[src/rtl/riscv_keypad_scanner.sv]
// 4x4 matrix keypad scanner: column strobe, row sync, debounce, keyboard word.
// Optional auto-repeat of key_event while held: define KEYPAD_REPEAT_EN.
module riscv_keypad_scanner #(
    parameter int SCAN_DIV       = 100000,
    parameter int DEBOUNCE_TICKS = 4,
    parameter int REPEAT_DELAY   = 500,
    parameter int REPEAT_PERIOD  = 100
) (
    input  logic       clk,
    input  logic       rst,
    input  logic [3:0] row_in,
    output logic [3:0] col_out,
    output logic [4:0] keyboard,
    output logic       key_event
);

    localparam int TW = $clog2(SCAN_DIV);
    localparam int DW = (DEBOUNCE_TICKS > 1) ? $clog2(DEBOUNCE_TICKS) : 1;

    if (SCAN_DIV < 4 || DEBOUNCE_TICKS < 1 ||
        REPEAT_DELAY < 1 || REPEAT_PERIOD < 1) begin : g_bad_cfg
        $error("riscv_keypad_scanner: invalid parameters");
    end

    typedef enum logic [1:0] {
        S_SCAN,
        S_DEB,
        S_HELD,
        S_REL
    } state_t;

    logic [TW-1:0] tcnt_q;
    logic [TW-1:0] tcnt_d;
    logic          tick;
    logic [3:0]    r1_q;
    logic [3:0]    row_s;
    logic [1:0]    hit_row;
    state_t        state_q;
    logic [1:0]    col_idx_q;
    logic [1:0]    cand_row_q;
    logic [3:0]    cand_code_q;
    logic [DW-1:0] dcnt_q;
    logic [4:0]    kb_q;
    logic          kev_q;

`ifdef KEYPAD_REPEAT_EN
    localparam int RMAX = (REPEAT_DELAY > REPEAT_PERIOD) ?
                          REPEAT_DELAY : REPEAT_PERIOD;
    localparam int RW   = (RMAX > 1) ? $clog2(RMAX) : 1;

    logic [RW-1:0] rcnt_q;
    logic          rep_q;
    logic [RW-1:0] rlim;

    // Terminal count: initial delay first, then the repeat period.
    always_comb begin
        rlim = rep_q ? RW'(REPEAT_PERIOD - 1) : RW'(REPEAT_DELAY - 1);
    end
`endif

    // Scan tick divider, one-cycle tick at the top of the count.
    always_comb begin
        tick   = (tcnt_q == TW'(SCAN_DIV - 1));
        tcnt_d = tick ? '0 : tcnt_q + TW'(1);
    end

    // Free-running tick counter.
    always_ff @(posedge clk or posedge rst) begin
        if (rst) begin
            tcnt_q <= '0;
        end else begin
            tcnt_q <= tcnt_d;
        end
    end

    // Two-flop synchroniser for the asynchronous row senses.
    always_ff @(posedge clk or posedge rst) begin
        if (rst) begin
            r1_q  <= 4'hF;
            row_s <= 4'hF;
        end else begin
            r1_q  <= row_in;
            row_s <= r1_q;
        end
    end

    // Lowest low row index wins when several rows are active.
    always_comb begin
        hit_row = 2'd3;
        if (!row_s[2]) hit_row = 2'd2;
        if (!row_s[1]) hit_row = 2'd1;
        if (!row_s[0]) hit_row = 2'd0;
    end

    // Scan / debounce / hold / release sequencer with registered outputs.
    always_ff @(posedge clk or posedge rst) begin
        if (rst) begin
            state_q     <= S_SCAN;
            col_idx_q   <= 2'd0;
            cand_row_q  <= 2'd0;
            cand_code_q <= 4'd0;
            dcnt_q      <= '0;
            kb_q        <= 5'd0;
            kev_q       <= 1'b0;
`ifdef KEYPAD_REPEAT_EN
            rcnt_q      <= '0;
            rep_q       <= 1'b0;
`endif
        end else begin
            kev_q <= 1'b0;
            if (tick) begin
                unique case (state_q)
                    S_SCAN: begin
                        if (row_s != 4'hF) begin
                            cand_row_q  <= hit_row;
                            cand_code_q <= {hit_row, col_idx_q};
                            dcnt_q      <= '0;
                            state_q     <= S_DEB;
                        end else begin
                            col_idx_q <= col_idx_q + 2'd1;
                        end
                    end
                    S_DEB: begin
                        if (row_s[cand_row_q]) begin
                            state_q   <= S_SCAN;
                            col_idx_q <= col_idx_q + 2'd1;
                            dcnt_q    <= '0;
                        end else if (dcnt_q == DW'(DEBOUNCE_TICKS - 1)) begin
                            state_q <= S_HELD;
                            kb_q    <= {1'b1, cand_code_q};
                            kev_q   <= 1'b1;
`ifdef KEYPAD_REPEAT_EN
                            rcnt_q  <= '0;
                            rep_q   <= 1'b0;
`endif
                        end else begin
                            dcnt_q <= dcnt_q + DW'(1);
                        end
                    end
                    S_HELD: begin
                        if (row_s[cand_row_q]) begin
                            state_q <= S_REL;
                            dcnt_q  <= '0;
                        end
`ifdef KEYPAD_REPEAT_EN
                        else if (rcnt_q == rlim) begin
                            rcnt_q <= '0;
                            rep_q  <= 1'b1;
                            kev_q  <= 1'b1;
                        end else begin
                            rcnt_q <= rcnt_q + RW'(1);
                        end
`endif
                    end
                    S_REL: begin
                        if (!row_s[cand_row_q]) begin
                            state_q <= S_HELD;
                            dcnt_q  <= '0;
                        end else if (dcnt_q == DW'(DEBOUNCE_TICKS - 1)) begin
                            state_q   <= S_SCAN;
                            kb_q      <= {1'b0, cand_code_q};
                            col_idx_q <= col_idx_q + 2'd1;
                            dcnt_q    <= '0;
                        end else begin
                            dcnt_q <= dcnt_q + DW'(1);
                        end
                    end
                    default: state_q <= S_SCAN;
                endcase
            end
        end
    end

    assign col_out   = ~(4'b0001 << col_idx_q);
    assign keyboard  = kb_q;
    assign key_event = kev_q;

endmodule
[config.mk]
export PLATFORM = sky130hd
export DESIGN_NAME = riscv_keypad_scanner
export DESIGN_NICKNAME = d
export VERILOG_FILES = /design/src/rtl/riscv_keypad_scanner.sv
export SDC_FILE = /design/constraint.sdc
export NUM_CORES = 1
export LEC_CHECK = 0
export ABC_AREA = 1
export BUFFER_PORTS_ARGS = -buffer_cell sky130_fd_sc_hd__buf_4
export CORE_ASPECT_RATIO = 1.75
export CORE_UTILIZATION = 45
export DETAILED_ROUTE_END_ITERATION = 16
export PLACE_DENSITY = 0.68
export SKIP_LAST_GASP = 1
export SYNTH_ARGS = -nofsm -noshare
export SYNTH_HDL_FRONTEND = slang
export SYNTH_SLANG_ARGS = --single-unit
[constraint.sdc]
create_clock -name clk -period 1.95 [get_ports clk]
set_input_delay 0.39 -clock clk [delete_from_list [all_inputs] [get_ports clk]]
set_output_delay 0.39 -clock clk [all_outputs]
set_load 0.02 [all_outputs]
# Word level (Yosys, flattened, before mapping)
# Index checks and enable logic that the tools add are counted.
# Widths: inputs -> output; s select.
# word_totals
ram_bits	0
mem_count	0
elab_cells	75
reg_bits	43
rom_bits	0
latchBits	0
out_inout_bits	10
# op_classes
n_shift	1
n_mux	34
n_mul	0
div_mod_pow	0
n_reduce_logical	8
eq_ne	17
order_cmp	1
addsub	3
n_bitwise	1
# op_table
operator	count
$mux 2	18
$mux 5	4
$add 17x1->17 const B	1
$eq 17x17->1 const B	1
$mux 17	1
$ne 2x2->1 const B	8
$pmux 2 s4	2
$reduce_and 6->1	2
$pmux 5 s2	1
$ne 3x3->1 const B	3
$eq 2x2->1 const B	3
$mux 1	6
$pmux 2 s3	1
$reduce_and 5->1	1
$add 2x1->2 const B	2
$ne 4x4->1 const B	1
$not 4->4	1
$reduce_and 4->1	1
$shl 1x2->4 const A	1
$lt 2x3->1 const B	1
$reduce_and 3->1	1
$reduce_bool 3->1	1
$bmux 1 s2	1
$eq 2x1->1 const B	1
other kinds (2)	2

# Depth between registers and ports, before layout
# Gate-level depths: netlist of the first run.
# logic_depth
word_depth	5
mapped_depth	11
depth_no_buf	11

# Least setup slack after synthesis of the first run
# Ideal clock, no wire load.
# synth_timing
path_type	register to register
start	register tcnt_q[0]
end	register col_idx_q[0]
n_path_buf	0
stages_incl_launch_ff	10
required_time_ns	1.821
slack_ns	0.582
setup_ns	0.129
arrival_ns	1.239
path_cell_list	dfrtp_1 ha_1 nand2_1 inv_4 nand2_4 nor2_4 nand2_4 clkinv_4 o211ai_4 xor2_1
# synth_between
elab_chain_len	2
# synth_rtl
item	line_no	text
start: declaration	32	logic [TW-1:0] tcnt_q;
start signal: assignment	72	tcnt_q <= tcnt_d;
$eq 17x17->1	63	tick = (tcnt_q == TW'(SCAN_DIV - 1));
$reduce_and 6->1 (no line)	-	
end signal: assignment	120	col_idx_q <= col_idx_q + 2'd1;
end signal: assignment	126	col_idx_q <= col_idx_q + 2'd1;
end signal: assignment	162	col_idx_q <= col_idx_q + 2'd1;
end: declaration	39	logic [1:0] col_idx_q;
# No other way between the ends.
# A chain may end at the register's enable or synchronous reset.

# Worst setup path in the final report of the first run
# layout_timing
start	register col_idx_q[0]
end	output port col_out[2]
# layout_between
elab_chain_len	2
# layout_rtl
item	line_no	text
$shl 1x2->4	174	assign col_out = ~(4'b0001 << col_idx_q);
$not 4->4	174	
end: declaration	12	output logic [3:0] col_out,
# No other way between the ends.

==> out/results.ini, run 1 <==
[floorplan]
die-area_um2=5180
coreArea_um2=4710
initial_utilization=0.467
fp.dieH_um=94.5
die_x_um=54.8
io_pins=16
rows=33

[cells_and_area]
fin_nets=290
n_antenna_cell=0
fin_cells=330
drive_gt1_frac=0.237
area_delta_synth_final_pct=13.3

[synth]
synthTopCellsByArea=dfrtp_1 38%, nand2_1 9.9%, dfstp_2 9.6%, nor2_1 5.6%, inv_1 5.0%
synthFlopType=dfrtp_1
synthCells=256
synth-seq-cells=41
synth_seq_area_share=0.471
synth_commonest_cells=58 x nand2_1, 33 x dfrtp_1, 33 x nor2_1
avgSynthCellArea_um2=8.59
synth_top_area_share=0.376
async_flop_share=1.00
synth_most_common_cell=nand2_1
synth_edf_count=0
synthesis.area_um2=2200
synth_fp_nets=269
yosysWarnings=0
ys_types=29
synth_top_area_cell=dfrtp_1

[routing]
remaining_drc_errors=0
drt-total-wl_um=4170
routedWlPerCell_um=12.6
viasPerCell=5.08
postRouteAntennaNets=0
drt-initial-drc-count=28
detail_route.first_pass.iterations=4
vias=1676

[status]
status=complete, no violations

[clocking]
cts_buffer_depth=2
h-tree-depth=2
cts.clk_slew.worst_paths_ps=80
root_buffer=clkbuf_8
hold_buffers=0
clock_sinks=41
cts_setup_buffers=0
cts_tree=yes
cts_buffers=5
cts_resized=0
clk_latency_ps=290

[pwr]
combinationalPowerShare=0.025
max-vdd-ir-drop_v=0.000526
switching_share=0.208
power_frac_clock=0.443
leakage_nw=1.24
p_sw_uw=340
internal_power_mw=1.29
power_frac_seq=0.532
power.density_nw_per_um2=656

[critical_path]
cpMaxStageDelayCell=dfrtp_1
worst-r2r-setup-slack_ps=430
path_common_cell=inv_1
cp-end-kind=output port
required_ps=1560
r2r_cells=10
crit_type=flop to output port
critPathMaxStageDelay_ps=410
reg2reg_from=tcnt_q[0]$_DFF_PP0_
cpLargestDelayFamily=flip-flops
cp_max_fo=4
critical_path_arrival_ps=1210
r2r-end=state_q[0]$_DFFE_PP0P_
cp_num_buf_inv=3
cp-start-kind=flop
path_cells=inv_1, ha_1, inv_1, buf_4

[timing]
post-route-period-util=0.819
rsz0062_at_grt=no
fin_tns_setup_ps=0
fmax_mhz=626
fin_crit_ps=1600
setup_violations=0
fin_skew_ps=6.30
final-hold-violation-count=0
max_slew_margin=0.657
slew_viol_final=0
tightestPinTransition_ps=515

[placed_design]
place_congestion=0.926
port_buffers=15
dp_hpwl_um=3170
dpl.cell_count=322

[grt]
antenna_found_initial=0
overflow=0
grt_pass1_wl_um=7090
grt_max_degree=42
grt_pass1_vias=1636
grt_use_total=0.196

[hold_path]
min_path_type=input pin to flop
hold_path_end=r1_q[3]$_DFF_PP1_
holdPathStages=1
min_from=row_in[3]

[run]
maxCapViolations=0

cells by family (layout without fill, tap and decap cells):
family,Yosys count,in the layout,share of synthesized area
compound gates,21,21,0.0620
xor+xnor,8,8,0.0319
fa+ha+maj,7,7,0.0398
buf+inv,37,59,0.0711
flops,41,41,0.471
simple gates,142,142,0.324
state kept, by name, summed over array words and instances, names as in the netlist, named ones only:
register     count
cand_code_q      3
key_event        1
state_q          1
tcnt_q          17
col_idx_q        2
r1_q             4
keyboard         5
row_s            4
cand_row_q       1
dcnt_q           2
stage by stage:
step	util	setup slack, ps	total power, mW	hold slack (ps)	area, um2
final	0.529	354	1.63	200	2490
after global routing	0.529	247	1.69	187	2490
after floorplan	-	582	0.910	345	2200
after global placement	0.504	435	0.928	346	2370
after detailed placement	0.504	413	0.929	347	2370
after CTS	0.529	327	1.65	192	2490
final cells by class:
| class | instances | area [um2] |
|---|---|---|
| tap | 52 | 65.1 |
| multi-input combinational | 178 | 1010 |
| clock buffer | 6 | 82.6 |
| sequential | 41 | 1040 |
| clock inverter | 2 | 37.5 |
| timing repair buffer | 16 | 120 |
| fill | 445 | 2220 |
| inverter | 35 | 144 |
worst reg2reg max path: stages (launching register included):
cell	delay [ps]
dfrtp_1	380
ha_1	170
nand2_1	90
inv_4	90
nand2_1	120
nor2_1	120
nand2_1	50
nor2_1	210
nand2_1	80
nand2_1	60
nand2_1	50
power by group through the flow:
stage | logic, mW | registers, mW | clock network [mW]
final | 0.0414 | 0.869 | 0.723
after global routing | 0.0487 | 0.870 | 0.772
after CTS | 0.0439 | 0.869 | 0.740
after detailed placement | 0.0437 | 0.885 | 0
after global placement | 0.0430 | 0.885 | 0
after floorplan | 0.0263 | 0.884 | 0
layer usage:
layer  up-vias  part of all wire  GRT usage  wire length (um)
li1        852                 -          -                 -
met1       774              0.37      0.193              1560
met2        37              0.56      0.349              2350
met3        13             0.025     0.0338               103
met4         0             0.037      0.128               155
met5         -                 0          0                 0
cell usage in the layout, fill, tap and decap left out, drive strengths merged:
master,instances
a21oi,6
buf,16
bufinv,1
clkbuf,6
clkinv,2
clkinvlp,1
dfrtp,33
dfstp,8
ha,7
inv,33
nand2,69
nand3,16
nand4,8
nor2,41
nor3,6
nor4,2
o211ai,1
o21ai,14
xnor2,2
xor2,6
how the worst max path moves through the flow:
stage | startpoint | cells past startpoint | end
after global placement | tcnt_q[0]$_DFF_PP0_ | 10 | state_q[0]$_DFFE_PP0P_
after CTS | col_idx_q[0]$_DFFE_PP0P_ | 4 | col_out[2]
after global routing | tcnt_q[0]$_DFF_PP0_ | 10 | state_q[0]$_DFFE_PP0P_
after floorplan | tcnt_q[0]$_DFF_PP0_ | 9 | col_idx_q[0]$_DFFE_PP0P_
final | col_idx_q[0]$_DFFE_PP0P_ | 4 | col_out[2]
after detailed placement | tcnt_q[0]$_DFF_PP0_ | 10 | state_q[0]$_DFFE_PP0P_
(Power assumes the default switching activity.)
==> run 2: changes to the inputs <==
==> constraint.sdc (replaced) <==
create_clock -name clk -period 1.53 [get_ports clk]
set_input_delay 0.306 -clock clk [delete_from_list [all_inputs] [get_ports clk]]
set_output_delay 0.306 -clock clk [all_outputs]
set_load 0.02 [all_outputs]
==> out/results.ini, run 2 (synthesized netlist as in run 1, its figures left out) <==
[critical_path]
required_ps=1720  ; +160 ps
crit_type=flop to flop
cp_max_fo=8  ; +4
cp-end-kind=flop
critical_path_arrival_ps=1680  ; +470 ps
cp-start-kind=flop

[status]
status=complete, no violations

[timing]
fin_crit_ps=1500
final-hold-violation-count=0  ; unchanged
fin_skew_ps=3.06  ; -3.24 ps
tightestPinTransition_ps=417  ; -97.7 ps
setup_violations=0  ; unchanged
hold_ws_ps=66.4  ; -134 ps
slew_viol_final=0  ; unchanged
fmax_mhz=668
rsz0062_at_grt=yes
max_slew_margin=0.721  ; +0.0636
post-route-period-util=0.978
fin_tns_setup_ps=0  ; unchanged

[pwr]
finalPower_mw=1.87  ; +15%
max-vdd-ir-drop_v=0.000781  ; +48%
leakage_nw=1.30  ; +4.8%
power.density_nw_per_um2=706  ; +7.7%

[routing]
postRouteAntennaNets=0  ; unchanged
dr_wl_met2_um=2630  ; +12%
routedWlPerCell_um=13.4  ; +6.3%
highest_layer=met4
met1_length_um=1660  ; +6.3%
drt-initial-drc-count=21  ; -25%
viasPerCell=5.10  ; +0.52%
vias=1751  ; +4.5%
dr_wl_met3_um=108  ; +4.9%
detail_route.first_pass.iterations=4  ; unchanged
drt-total-wl_um=4610  ; +11%
remaining_drc_errors=0  ; unchanged

[cells_and_area]
area_delta_synth_final_pct=20.5
largest_reg_flops=17  ; unchanged
nFillCells=467  ; +4.9%
layout_commonest_cell=nand2_1
top_register=tcnt_q
fin_nets=303  ; +4.5%
design_area_um2=2650  ; +6.3%
drive_gt1_frac=0.344  ; +0.106
mostFrequentLayoutCells=50 x nand2_1, 30 x nor2_1, 28 x dfrtp_1, 28 x buf_4, 27 x inv_1
fin_cells=343  ; +3.9%
n_antenna_cell=0  ; unchanged

[grt]
overflow=0  ; unchanged
grt_max_degree=42  ; unchanged
grt_pass1_vias=1715  ; +4.8%
antenna_found_initial=0  ; unchanged
grt_pass1_wl_um=7420  ; +4.6%
grt_use_total=0.204  ; +0.00807

[floorplan]
initial_utilization=0.467  ; unchanged
die-area_um2=5180  ; unchanged
coreArea_um2=4710  ; unchanged
io_pins=16  ; unchanged
fp.dieH_um=94.5  ; unchanged
die_x_um=54.8  ; unchanged
rows=33  ; unchanged

[clocking]
cts.clk_slew.worst_paths_ps=80  ; about the same
hold_buffers=0  ; unchanged
root_buffer=clkbuf_8
h-tree-depth=2  ; unchanged
clk_latency_ps=290  ; about the same
clock_sinks=41  ; unchanged
cts_buffers=5  ; unchanged
cts_tree=yes
cts_buffer_depth=2  ; unchanged

[placed_design]
dpl.cell_count=327  ; +1.6%
place_congestion=0.904  ; -2.3%
port_buffers=15  ; unchanged
dp_hpwl_um=3380  ; +6.4%
placed_area_um2=2420  ; +2.1%

[run]
maxCapViolations=0  ; unchanged

[hold_path]
min_path_type=input pin to asynchronous set/reset pin

-- run 2: changes by cell type in the layout (fill, tap and decap cells not counted), moves of 2 or more --
cell | before | now
dfrtp_2 | 0 | 5
buf_4 | 16 | 28
nand2_1 | 58 | 50
nor2_2 | 4 | 6
dfrtp_1 | 33 | 28
inv_2 | 3 | 5
inv_1 | 29 | 27
nand2_2 | 5 | 11
nor2_1 | 33 | 30
-- run 2: per-stage QoR --
step                setup WS, ps   util
floorplan                    162      -
global route               -72.9  0.563
detailed placement         -17.7  0.514
finish                      33.4  0.563
global placement            63.8  0.514
CTS                         1.49  0.533
-- run 2: layer usage --
metal / vias to the layer above / GRT usage
li1: 877 / -
met1: 825 / 0.200
met2: 33 / 0.349
met3: 16 / 0.0354
met4: 0 / 0.165
met5: - / 0
-- run 2: area by class of cell --
cell class              instances  area (um2)  share of cell area
clock buffers                   6        72.6              0.0274
well taps                      52        65.1              0.0246
repair buffers                 29         230              0.0869
flip-flops and latches         41        1040               0.393
inverters                      35         151              0.0572
clock inverters                 2        15.0             0.00567
multi-input cells             178        1070               0.405
-- run 2: critical path: stages (launching register included) --
cell and delay (ps):
dfrtp_1 370, ha_2 200, nand2_2 60, inv_4 90, nand2_4 60, nor2_4 140
nand2_4 130, clkinv_8 100, nand2_8 80, nand2_2 100, o21ai_2 50
-- run 2: final timing paths --
check | depth (start not counted) | slack [ps] | end | start
hold / removal | 3 | 70 | cand_row_q[0]$_DFFE_PP0P_ | rst
min in group clk | 1 | 120 | r1_q[3]$_DFF_PP1_ | row_in[3]
hold reg to reg | 0 | 360 | row_s[1]$_DFF_PP1_ | r1_q[1]$_DFF_PP1_
setup / recovery | 10 | 30 | cand_code_q[0]$_DFFE_PP0P_ | tcnt_q[0]$_DFF_PP0_
max in group asynchronous | 3 | 1210 | r1_q[0]$_DFF_PP1_ | rst
setup reg to reg | 10 | 30 | cand_code_q[0]$_DFFE_PP0P_ | tcnt_q[0]$_DFF_PP0_
-- run 2: where the power goes --
group	switching (mW)	total (mW)	leakage [nW]	internal [mW]
combinational	0.0409	0.0630	0.739	0.0221
sequential	0.00549	1.11	0.524	1.10
clock	0.379	0.700	0.0374	0.321
-- run 2: repair_timing --
| action | 4_1_cts | 5_1_grt |
|---|---|---|
| setup endpoints to repair | 3 | 20 |
| pin swaps | 0 | 11 |
| setup buffers | 0 | 8 |
| resized for setup | 2 | 27 |
